## config.mk

```make
export PLATFORM = sky130hd
export DESIGN_NAME = axi_slv_ar_arbiter_flat
export DESIGN_NICKNAME = d
export VERILOG_FILES = /design/src/rtl/axi_slv_ar_arbiter_if.sv /design/src/rtl/axi_slv_ar_arbiter.sv /design/src/flat_wrapper.sv
export SDC_FILE = /design/constraint.sdc
export NUM_CORES = 1
export LEC_CHECK = 0
export ABC_AREA = 1
export BUFFER_PORTS_ARGS = -buffer_cell sky130_fd_sc_hd__buf_4
export CAP_MARGIN = 30
export CORE_AREA = 5 5 82 84
export CTS_BUF_LIST = sky130_fd_sc_hd__clkbuf_16
export DETAILED_ROUTE_END_ITERATION = 7
export DIE_AREA = 0 0 87 89
export PLACE_DENSITY = 0.71
export SYNTH_ARGS = -nofsm -noshare
export SYNTH_HDL_FRONTEND = slang
export SYNTH_SLANG_ARGS = --single-unit
```

## constraint.sdc

```tcl
create_clock -name aclk -period 3.2 [get_ports aclk]
set_clock_uncertainty 0.05 [all_clocks]
set_input_delay 0.16 -clock aclk [delete_from_list [all_inputs] [get_ports aclk]]
set_output_delay 0.16 -clock aclk [all_outputs]
set_load 0.01 [all_outputs]
```

## src/rtl/axi_slv_ar_arbiter_if.sv

```systemverilog
// ---------------------------------------------------------------------------
// axi_slv_ar_arbiter_if
//   Bundles the per-master AR/R channels and the shared AXI3 slave read port
//   handled by axi_slv_ar_arbiter.
//
//   Per-master side (packed, master i at [i*W +: W]):
//     m_arvalid/m_arready, m_araddr, m_arlen, m_arid   read address requests
//     m_rvalid/m_rready, m_rid, m_rdata, m_rresp, m_rlast   routed read data
//   Slave side:
//     s_arvalid/s_arready, s_araddr, s_arlen, s_arid   granted AR (ID widened by
//                                                      MST_IDX_W master-index MSBs)
//     s_rvalid/s_rready, s_rid, s_rdata, s_rresp, s_rlast   returning read data
//
//   Modports:
//     slave  - the arbiter's view (it sits on the slave side of the crossbar)
//     master - the surrounding environment: requesting masters + downstream slave
// ---------------------------------------------------------------------------
interface axi_slv_ar_arbiter_if #(
    parameter int NUM_MST    = 2,
    parameter int AXI_ADDR_W = 32,
    parameter int AXI_ID_W   = 4,
    parameter int AXI_DATA_W = 32
);
    localparam int MST_IDX_W = $clog2(NUM_MST);

    // master-side AR
    logic [NUM_MST-1:0]            m_arvalid;
    logic [NUM_MST-1:0]            m_arready;
    logic [NUM_MST*AXI_ADDR_W-1:0] m_araddr;
    logic [NUM_MST*4-1:0]          m_arlen;
    logic [NUM_MST*AXI_ID_W-1:0]   m_arid;
    // master-side R
    logic [NUM_MST-1:0]            m_rvalid;
    logic [NUM_MST-1:0]            m_rready;
    logic [AXI_ID_W-1:0]           m_rid;
    logic [AXI_DATA_W-1:0]         m_rdata;
    logic [1:0]                    m_rresp;
    logic                          m_rlast;
    // slave-side AR
    logic                          s_arvalid;
    logic                          s_arready;
    logic [AXI_ADDR_W-1:0]         s_araddr;
    logic [3:0]                    s_arlen;
    logic [AXI_ID_W+MST_IDX_W-1:0] s_arid;
    // slave-side R
    logic                          s_rvalid;
    logic                          s_rready;
    logic [AXI_ID_W+MST_IDX_W-1:0] s_rid;
    logic [AXI_DATA_W-1:0]         s_rdata;
    logic [1:0]                    s_rresp;
    logic                          s_rlast;

    modport slave (
        input  m_arvalid, m_araddr, m_arlen, m_arid, m_rready,
        output m_arready, m_rvalid, m_rid, m_rdata, m_rresp, m_rlast,
        output s_arvalid, s_araddr, s_arlen, s_arid, s_rready,
        input  s_arready, s_rvalid, s_rid, s_rdata, s_rresp, s_rlast
    );

    modport master (
        output m_arvalid, m_araddr, m_arlen, m_arid, m_rready,
        input  m_arready, m_rvalid, m_rid, m_rdata, m_rresp, m_rlast,
        input  s_arvalid, s_araddr, s_arlen, s_arid, s_rready,
        output s_arready, s_rvalid, s_rid, s_rdata, s_rresp, s_rlast
    );
endinterface

```

## src/rtl/axi_slv_ar_arbiter.sv

```systemverilog
// ---------------------------------------------------------------------------
// axi_slv_ar_arbiter
//   Shares one AXI3 slave read port among NUM_MST masters. AR requests are
//   arbitrated round-robin; the winning master index is prepended to ARID so
//   returning R beats can be steered back by the ID MSBs. The number of read
//   bursts outstanding at the slave is tracked in ostd_cnt.
//
//   Ports:
//     aclk       clock
//     aresetn    asynchronous reset, active-low
//     srst       synchronous reset, active-high (same effect as aresetn)
//     bus        axi_slv_ar_arbiter_if.slave (all AR/R channel signals)
//     ostd_cnt   read bursts outstanding at the slave
//     route_err  sticky: R beat with invalid master index, or rlast underflow
//
//   Optional feature macro: AXI_ARB_OSTD_LIMIT_EN
//     defined   - no new grant is issued while ostd_cnt == SLV_OSTDREQ_NUM
//     undefined - arbitration never blocks; ostd_cnt saturates at the limit
// ---------------------------------------------------------------------------
module axi_slv_ar_arbiter #(
    parameter int NUM_MST         = 2,
    parameter int AXI_ADDR_W      = 32,
    parameter int AXI_ID_W        = 4,
    parameter int AXI_DATA_W      = 32,
    parameter int SLV_OSTDREQ_NUM = 4
) (
    input  logic                               aclk,
    input  logic                               aresetn,
    input  logic                               srst,
    axi_slv_ar_arbiter_if.slave                bus,
    output logic [$clog2(SLV_OSTDREQ_NUM):0]   ostd_cnt,
    output logic                               route_err
);
    localparam int MST_IDX_W = $clog2(NUM_MST);
    localparam int CNT_W     = $clog2(SLV_OSTDREQ_NUM) + 1;

    localparam logic [MST_IDX_W:0]   NUM_MST_EXT = (MST_IDX_W+1)'(NUM_MST);
    localparam logic [MST_IDX_W-1:0] LAST_MST    = MST_IDX_W'(NUM_MST - 1);
    localparam logic [CNT_W-1:0]     CNT_MAX     = CNT_W'(SLV_OSTDREQ_NUM);

    typedef enum logic [0:0] {
        ST_IDLE  = 1'b0,
        ST_GRANT = 1'b1
    } state_t;

    state_t               state_q, state_d;
    logic [MST_IDX_W-1:0] grant_q, grant_d;
    logic [MST_IDX_W-1:0] rr_ptr_q, rr_ptr_d;
    logic [CNT_W-1:0]     ostd_cnt_q, ostd_cnt_d;
    logic                 route_err_q, route_err_d;

    // -----------------------------------------------------------------------
    // Unpack the per-master AR fields so the grant mux is a plain array index.
    // -----------------------------------------------------------------------
    logic [AXI_ADDR_W-1:0] mst_addr [NUM_MST];
    logic [3:0]            mst_len  [NUM_MST];
    logic [AXI_ID_W-1:0]   mst_id   [NUM_MST];

    for (genvar gi = 0; gi < NUM_MST; gi++) begin : g_unpack
        assign mst_addr[gi] = bus.m_araddr[gi*AXI_ADDR_W +: AXI_ADDR_W];
        assign mst_len[gi]  = bus.m_arlen[gi*4 +: 4];
        assign mst_id[gi]   = bus.m_arid[gi*AXI_ID_W +: AXI_ID_W];
    end

    // -----------------------------------------------------------------------
    // Round-robin candidate list: slot gi holds master (rr_ptr + gi) mod N.
    // The lowest occupied slot wins, i.e. the first requester at or after
    // rr_ptr.
    // -----------------------------------------------------------------------
    logic [MST_IDX_W-1:0] cand_idx [NUM_MST];
    logic [NUM_MST-1:0]   cand_req;

    for (genvar gi = 0; gi < NUM_MST; gi++) begin : g_cand
        logic [MST_IDX_W:0] sum;
        assign sum          = {1'b0, rr_ptr_q} + (MST_IDX_W+1)'(gi);
        assign cand_idx[gi] = (sum >= NUM_MST_EXT) ? MST_IDX_W'(sum - NUM_MST_EXT)
                                                   : sum[MST_IDX_W-1:0];
        assign cand_req[gi] = bus.m_arvalid[cand_idx[gi]];
    end

    logic                 pick_found;
    logic [MST_IDX_W-1:0] pick_idx;

    always_comb begin
        pick_found = |cand_req;
        pick_idx   = '0;
        for (int k = NUM_MST - 1; k >= 0; k--) begin
            if (cand_req[k]) begin
                pick_idx = cand_idx[k];
            end
        end
    end

    // -----------------------------------------------------------------------
    // Outstanding-limit gate
    // -----------------------------------------------------------------------
    logic cnt_full;
    logic cnt_zero;
    logic arb_block;

    assign cnt_full = (ostd_cnt_q == CNT_MAX);
    assign cnt_zero = (ostd_cnt_q == '0);

`ifdef AXI_ARB_OSTD_LIMIT_EN
    assign arb_block = cnt_full;
`else
    assign arb_block = 1'b0;
`endif

    // -----------------------------------------------------------------------
    // R routing: the ID MSBs carry the master index stamped on the AR.
    // Beats for an out-of-range index are accepted and dropped.
    // -----------------------------------------------------------------------
    logic [MST_IDX_W-1:0] r_idx;
    logic                 r_idx_ok;
    logic [NUM_MST-1:0]   r_sel;
    logic                 s_rready_c;

    assign r_idx    = bus.s_rid[AXI_ID_W +: MST_IDX_W];
    assign r_idx_ok = ({1'b0, r_idx} < NUM_MST_EXT);

    for (genvar gi = 0; gi < NUM_MST; gi++) begin : g_rsel
        assign r_sel[gi] = r_idx_ok && (r_idx == MST_IDX_W'(gi));
    end

    assign s_rready_c   = r_idx_ok ? |(r_sel & bus.m_rready) : 1'b1;
    assign bus.s_rready = s_rready_c;
    assign bus.m_rvalid = r_sel & {NUM_MST{bus.s_rvalid}};
    assign bus.m_rid    = bus.s_rid[AXI_ID_W-1:0];
    assign bus.m_rdata  = bus.s_rdata;
    assign bus.m_rresp  = bus.s_rresp;
    assign bus.m_rlast  = bus.s_rlast;

    // -----------------------------------------------------------------------
    // AR output mux and per-master ready
    // -----------------------------------------------------------------------
    logic               in_grant;
    logic               ar_hs;
    logic               r_last_hs;
    logic [NUM_MST-1:0] m_arready_c;

    assign in_grant  = (state_q == ST_GRANT);
    assign ar_hs     = in_grant && bus.s_arready;
    assign r_last_hs = bus.s_rvalid && s_rready_c && bus.s_rlast;

    for (genvar gi = 0; gi < NUM_MST; gi++) begin : g_arready
        assign m_arready_c[gi] = ar_hs && (grant_q == MST_IDX_W'(gi));
    end

    assign bus.m_arready = m_arready_c;
    assign bus.s_arvalid = in_grant;
    assign bus.s_araddr  = mst_addr[grant_q];
    assign bus.s_arlen   = mst_len[grant_q];
    assign bus.s_arid    = {grant_q, mst_id[grant_q]};

    // -----------------------------------------------------------------------
    // Next-state logic
    // -----------------------------------------------------------------------
    always_comb begin
        state_d  = state_q;
        grant_d  = grant_q;
        rr_ptr_d = rr_ptr_q;

        unique case (state_q)
            ST_IDLE: begin
                if (pick_found && !arb_block) begin
                    grant_d = pick_idx;
                    state_d = ST_GRANT;
                end
            end
            ST_GRANT: begin
                // Grant is held until the slave accepts; no preemption.
                if (bus.s_arready) begin
                    rr_ptr_d = (grant_q == LAST_MST) ? '0 : grant_q + 1'b1;
                    state_d  = ST_IDLE;
                end
            end
            default: begin
                state_d = ST_IDLE;
            end
        endcase
    end

    always_comb begin
        ostd_cnt_d = ostd_cnt_q;
        // Simultaneous issue and completion leaves the count unchanged.
        if (ar_hs && !r_last_hs) begin
            if (!cnt_full) begin
                ostd_cnt_d = ostd_cnt_q + 1'b1;
            end
        end else if (!ar_hs && r_last_hs) begin
            if (!cnt_zero) begin
                ostd_cnt_d = ostd_cnt_q - 1'b1;
            end
        end

        route_err_d = route_err_q
                    | (bus.s_rvalid && !r_idx_ok)
                    | (r_last_hs && cnt_zero);
    end

    // -----------------------------------------------------------------------
    // State registers
    // -----------------------------------------------------------------------
    always_ff @(posedge aclk or negedge aresetn) begin
        if (!aresetn) begin
            state_q     <= ST_IDLE;
            grant_q     <= '0;
            rr_ptr_q    <= '0;
            ostd_cnt_q  <= '0;
            route_err_q <= 1'b0;
        end else if (srst) begin
            state_q     <= ST_IDLE;
            grant_q     <= '0;
            rr_ptr_q    <= '0;
            ostd_cnt_q  <= '0;
            route_err_q <= 1'b0;
        end else begin
            state_q     <= state_d;
            grant_q     <= grant_d;
            rr_ptr_q    <= rr_ptr_d;
            ostd_cnt_q  <= ostd_cnt_d;
            route_err_q <= route_err_d;
        end
    end

    assign ostd_cnt  = ostd_cnt_q;
    assign route_err = route_err_q;

endmodule

```

## src/flat_wrapper.sv

```systemverilog
// flat-port wrapper written by rule: the top's interface ports become plain ports
module axi_slv_ar_arbiter_flat 
#(
    parameter int NUM_MST         = 2,
    parameter int AXI_ADDR_W      = 32,
    parameter int AXI_ID_W        = 4,
    parameter int AXI_DATA_W      = 32,
    parameter int SLV_OSTDREQ_NUM = 4
)
  (aclk, aresetn, srst, ostd_cnt, route_err, bus_m_arvalid, bus_m_araddr, bus_m_arlen, bus_m_arid, bus_m_rready, bus_m_arready, bus_m_rvalid, bus_m_rid, bus_m_rdata, bus_m_rresp, bus_m_rlast, bus_s_arvalid, bus_s_araddr, bus_s_arlen, bus_s_arid, bus_s_rready, bus_s_arready, bus_s_rvalid, bus_s_rid, bus_s_rdata, bus_s_rresp, bus_s_rlast);
  axi_slv_ar_arbiter_if #(.NUM_MST(NUM_MST), .AXI_ADDR_W(AXI_ADDR_W), .AXI_ID_W(AXI_ID_W), .AXI_DATA_W(AXI_DATA_W)) bus_i ();
  input  logic aclk;
  input  logic aresetn;
  input  logic srst;
  output logic [$clog2(SLV_OSTDREQ_NUM):0] ostd_cnt;
  output logic route_err;
  input wire logic [$bits(bus_i.m_arvalid)-1:0] bus_m_arvalid;
  input wire logic [$bits(bus_i.m_araddr)-1:0] bus_m_araddr;
  input wire logic [$bits(bus_i.m_arlen)-1:0] bus_m_arlen;
  input wire logic [$bits(bus_i.m_arid)-1:0] bus_m_arid;
  input wire logic [$bits(bus_i.m_rready)-1:0] bus_m_rready;
  output wire logic [$bits(bus_i.m_arready)-1:0] bus_m_arready;
  output wire logic [$bits(bus_i.m_rvalid)-1:0] bus_m_rvalid;
  output wire logic [$bits(bus_i.m_rid)-1:0] bus_m_rid;
  output wire logic [$bits(bus_i.m_rdata)-1:0] bus_m_rdata;
  output wire logic [$bits(bus_i.m_rresp)-1:0] bus_m_rresp;
  output wire logic [$bits(bus_i.m_rlast)-1:0] bus_m_rlast;
  output wire logic [$bits(bus_i.s_arvalid)-1:0] bus_s_arvalid;
  output wire logic [$bits(bus_i.s_araddr)-1:0] bus_s_araddr;
  output wire logic [$bits(bus_i.s_arlen)-1:0] bus_s_arlen;
  output wire logic [$bits(bus_i.s_arid)-1:0] bus_s_arid;
  output wire logic [$bits(bus_i.s_rready)-1:0] bus_s_rready;
  input wire logic [$bits(bus_i.s_arready)-1:0] bus_s_arready;
  input wire logic [$bits(bus_i.s_rvalid)-1:0] bus_s_rvalid;
  input wire logic [$bits(bus_i.s_rid)-1:0] bus_s_rid;
  input wire logic [$bits(bus_i.s_rdata)-1:0] bus_s_rdata;
  input wire logic [$bits(bus_i.s_rresp)-1:0] bus_s_rresp;
  input wire logic [$bits(bus_i.s_rlast)-1:0] bus_s_rlast;
  assign bus_i.m_arvalid = bus_m_arvalid;
  assign bus_i.m_araddr = bus_m_araddr;
  assign bus_i.m_arlen = bus_m_arlen;
  assign bus_i.m_arid = bus_m_arid;
  assign bus_i.m_rready = bus_m_rready;
  assign bus_m_arready = bus_i.m_arready;
  assign bus_m_rvalid = bus_i.m_rvalid;
  assign bus_m_rid = bus_i.m_rid;
  assign bus_m_rdata = bus_i.m_rdata;
  assign bus_m_rresp = bus_i.m_rresp;
  assign bus_m_rlast = bus_i.m_rlast;
  assign bus_s_arvalid = bus_i.s_arvalid;
  assign bus_s_araddr = bus_i.s_araddr;
  assign bus_s_arlen = bus_i.s_arlen;
  assign bus_s_arid = bus_i.s_arid;
  assign bus_s_rready = bus_i.s_rready;
  assign bus_i.s_arready = bus_s_arready;
  assign bus_i.s_rvalid = bus_s_rvalid;
  assign bus_i.s_rid = bus_s_rid;
  assign bus_i.s_rdata = bus_s_rdata;
  assign bus_i.s_rresp = bus_s_rresp;
  assign bus_i.s_rlast = bus_s_rlast;
  axi_slv_ar_arbiter #(.NUM_MST(NUM_MST), .AXI_ADDR_W(AXI_ADDR_W), .AXI_ID_W(AXI_ID_W), .AXI_DATA_W(AXI_DATA_W), .SLV_OSTDREQ_NUM(SLV_OSTDREQ_NUM)) u_core (.aclk(aclk), .aresetn(aresetn), .srst(srst), .bus(bus_i), .ostd_cnt(ostd_cnt), .route_err(route_err));
endmodule
```

==> summary.md <==
| Metric | Value |
|---|---|
| Status | complete, no violations |
| Placed inst area | 0.00213 sq mm |
| Worst Setup SP | u_core.grant_q |
| Synth Warn # | 0 |
| Ys flop type | dfrtp_1 |
| CP Data Arrival Time | 1.76 ns |
| R2R Path Start | u_core.bus.s_arvalid |
| First DRT Iteration DRCs | 27 |
| Post-synth EDFFs | 0 |
| CTS H-tree depth | 1 |
| Crit share post-route | 0.616 |
| Initial antenna violation count | 0 |
| P_sw | 244 uW |
| Vias in the first global route | 1625 |
| Max-slew violations | 0 |
| Post-Route Setup TNS | 0 ns |
| Global-route wire length before repair | 7790 um |
| CP Class | reg2out |
| Fill cell count | 646 |
| Commonest non-fill, non-tap cell in the layout | buf_4 |
| Worst hold margin | 0.116 ns |
| CTS tree | yes |
| Vias per cell | 4.15 |
| Routed WL per cell | 13.4 um |
| Clock slew at reported path FFs | 0.04 ns |
| DPL Wire Length | 4700 um |
| Layout cell share with drive strength beyond 1 | 0.461 |
| Hold WC Path Type | in2reg |
| Clock Latency Late Sink | 0.23 ns |
| Post-CTS Setup Bufs | 0 |
| Post-Syn Nets | 366 |
| Syn Area/Cell | 5.39 sq um |
| Std-Cell Rows | 28 |
| Leak pwr | 1.37 nW |
| Crit Path Max Fanout | 23 |
| Seq/Total Area, Yosys | 0.138 |
| GRT Util Overall | 0.123 |
| Worst setup SP type | flip-flop |
| Top Ports | 219 |
| Final ANT Viol Nets | 0 |
| Unrepaired setup endpoints after global routing | no |
| Drt drc | 0 |
| Reg power frac | 0.163 |
| Final nets | 467 |
| Max transition margin | 0.561 |
| PortBufs | 142 |
| Commonest non-fill, non-tap cells in the layout | buf_4 (143), nand2_1 (136), inv_1 (12) |
| Mapped Cells | 236 |
| CTS sink count | 7 |
| CTS resizes | 0 |
| Period minus WS final | 1.97 ns |
| Worst ir drop on vdd | 0.450 mV |
| Clock Tree Root | clkbuf_16 |
| Post-route cell area | 0.00222 sq mm |
| Clk pwr share | 0.290 |
| Worst EP required | 2.99 ns |
| DR vias | 1704 |
| Area growth, synth to finish | 74.1% |
| Logic pwr share | 0.547 |
| Fin util | 0.379 |
| Core area | 0.00585 sq mm |
| Antenna cells | 0 |
| Total wire length | 5510 um |
| Die Span Y | 89 um |
| #FFs+latches synth | 7 |
| Post-synth cell types | 20 |
| Final Hold Viols | 0 |
| CTS Buf Count | 3 |
| TritonRoute pass-1 iters | 4 |
| Worst Max-Slew Pin Slew | 0.654 ns |
| Final weighted congestion in routability-driven placement | 0.814 |
| Final setup violation count | 0 |
| Initial Utilization | 0.217 |
| Sequential Area | 175 sq um |
| Ys async rst share | 1.00 |
| Pin count of the biggest net entering global routing | 43 |
| Maxcap violations | 0 |
| Fmax | 507 MHz |
| CP Capture Type | primary output |
| Die Width | 87 um |
| Sw Ratio | 0.341 |
| Hold_sp | srst |
| Clk buf depth | 2 |
| Int Pwr | 472 uW |
| Total die area | 0.00774 sq mm |
| Area of the multi-input gates | 712 sq um |
| Hold buffers post-CTS | 1 |
| Pwr dens | 323 mW/mm^2 |
| Mapped Area | 0.00127 sq mm |
| GRT overflow | 0 |
==> through the flow <==
step / power (mW) / worst slack, ns / instances
after floorplan: 0.336 / 1.59 / 236
after global placement: 0.499 / 1.13 / 405
after detailed placement: 0.513 / 1.42 / 406
after CTS: 0.728 / 1.16 / 411
after global routing: 0.775 / 1.06 / 411
final: 0.715 / 1.23 / 411
==> Yosys cell counts, types with 2 or more instances <==
cell type | count | area share
o21ai_0 | 2 | 0.0079
buf_4 | 40 | 0.24
nand2_1 | 136 | 0.40
dfrtp_1 | 7 | 0.14
nand3_1 | 6 | 0.024
nand2_4 | 2 | 0.018
inv_1 | 11 | 0.032
nor3_1 | 2 | 0.0079
nor2_1 | 10 | 0.030
buf_2 | 5 | 0.020
nand2_2 | 3 | 0.015
clkbuf_1 | 4 | 0.012
==> per-layer routing <==
layer  track usage  vias up  part of all wire
met2         0.245      102              0.55
li1              -      864                 -
met4       0.00708        0                 0
met3        0.0525        0              0.14
met5             0        -                 0
met1         0.122      738              0.31
==> path summary, 6_finish.rpt <==
kind,slack (ns),cells after the start,end
worst max register to register,1.47,11,u_core.ostd_cnt[2]
worst max-delay path,1.23,5,bus_s_arid[0]
worst min register to register,0.46,2,u_core.route_err
min in group asynchronous,0.24,2,u_core.ostd_cnt[0]
worst min-delay path,0.12,2,u_core.route_err
max in group asynchronous,2.74,2,u_core.route_err
==> cells by family after synthesis <==
kind of cell | after synthesis | share of synthesized area
and+or+nand+nor | 162 | 0.513
buffers and inverters | 61 | 0.303
DFF | 7 | 0.138
AOI/OAI and AO/OA | 5 | 0.0305
adders and majority gates | 1 | 0.0157
==> layout make-up <==
class / count / area share
timing repair buffer: 145 / 0.501
multi-input combinational: 168 / 0.321
sequential: 7 / 0.0791
tap: 75 / 0.0423
clock buffer: 3 / 0.0339
inverter: 12 / 0.0203
clock inverter: 1 / 0.00169
==> registers in the layout, summed over array words and instances, names as in the netlist <==
register / count
u_core.grant_q: 1
u_core.bus.s_arvalid: 1
u_core.route_err: 1
u_core.ostd_cnt: 3
u_core.rr_ptr_q: 1
==> critical path: stages (launching register included) <==
cell and delay, ns:
dfrtp_1 0.34, clkinv_1 0.52, buf_16 0.39, nand2_1 0.07
nand2_1 0.06, buf_4 0.14
==> power groups by stage <==
stage	logic [mW]	registers, mW	clock network, mW
2_1_floorplan	0.216	0.120	0
3_3_place_gp	0.382	0.117	0
3_5_place_dp	0.395	0.117	0
4_1_cts	0.399	0.116	0.212
5_1_grt	0.437	0.119	0.220
6_report	0.391	0.116	0.208
(Power assumes the default switching activity.)
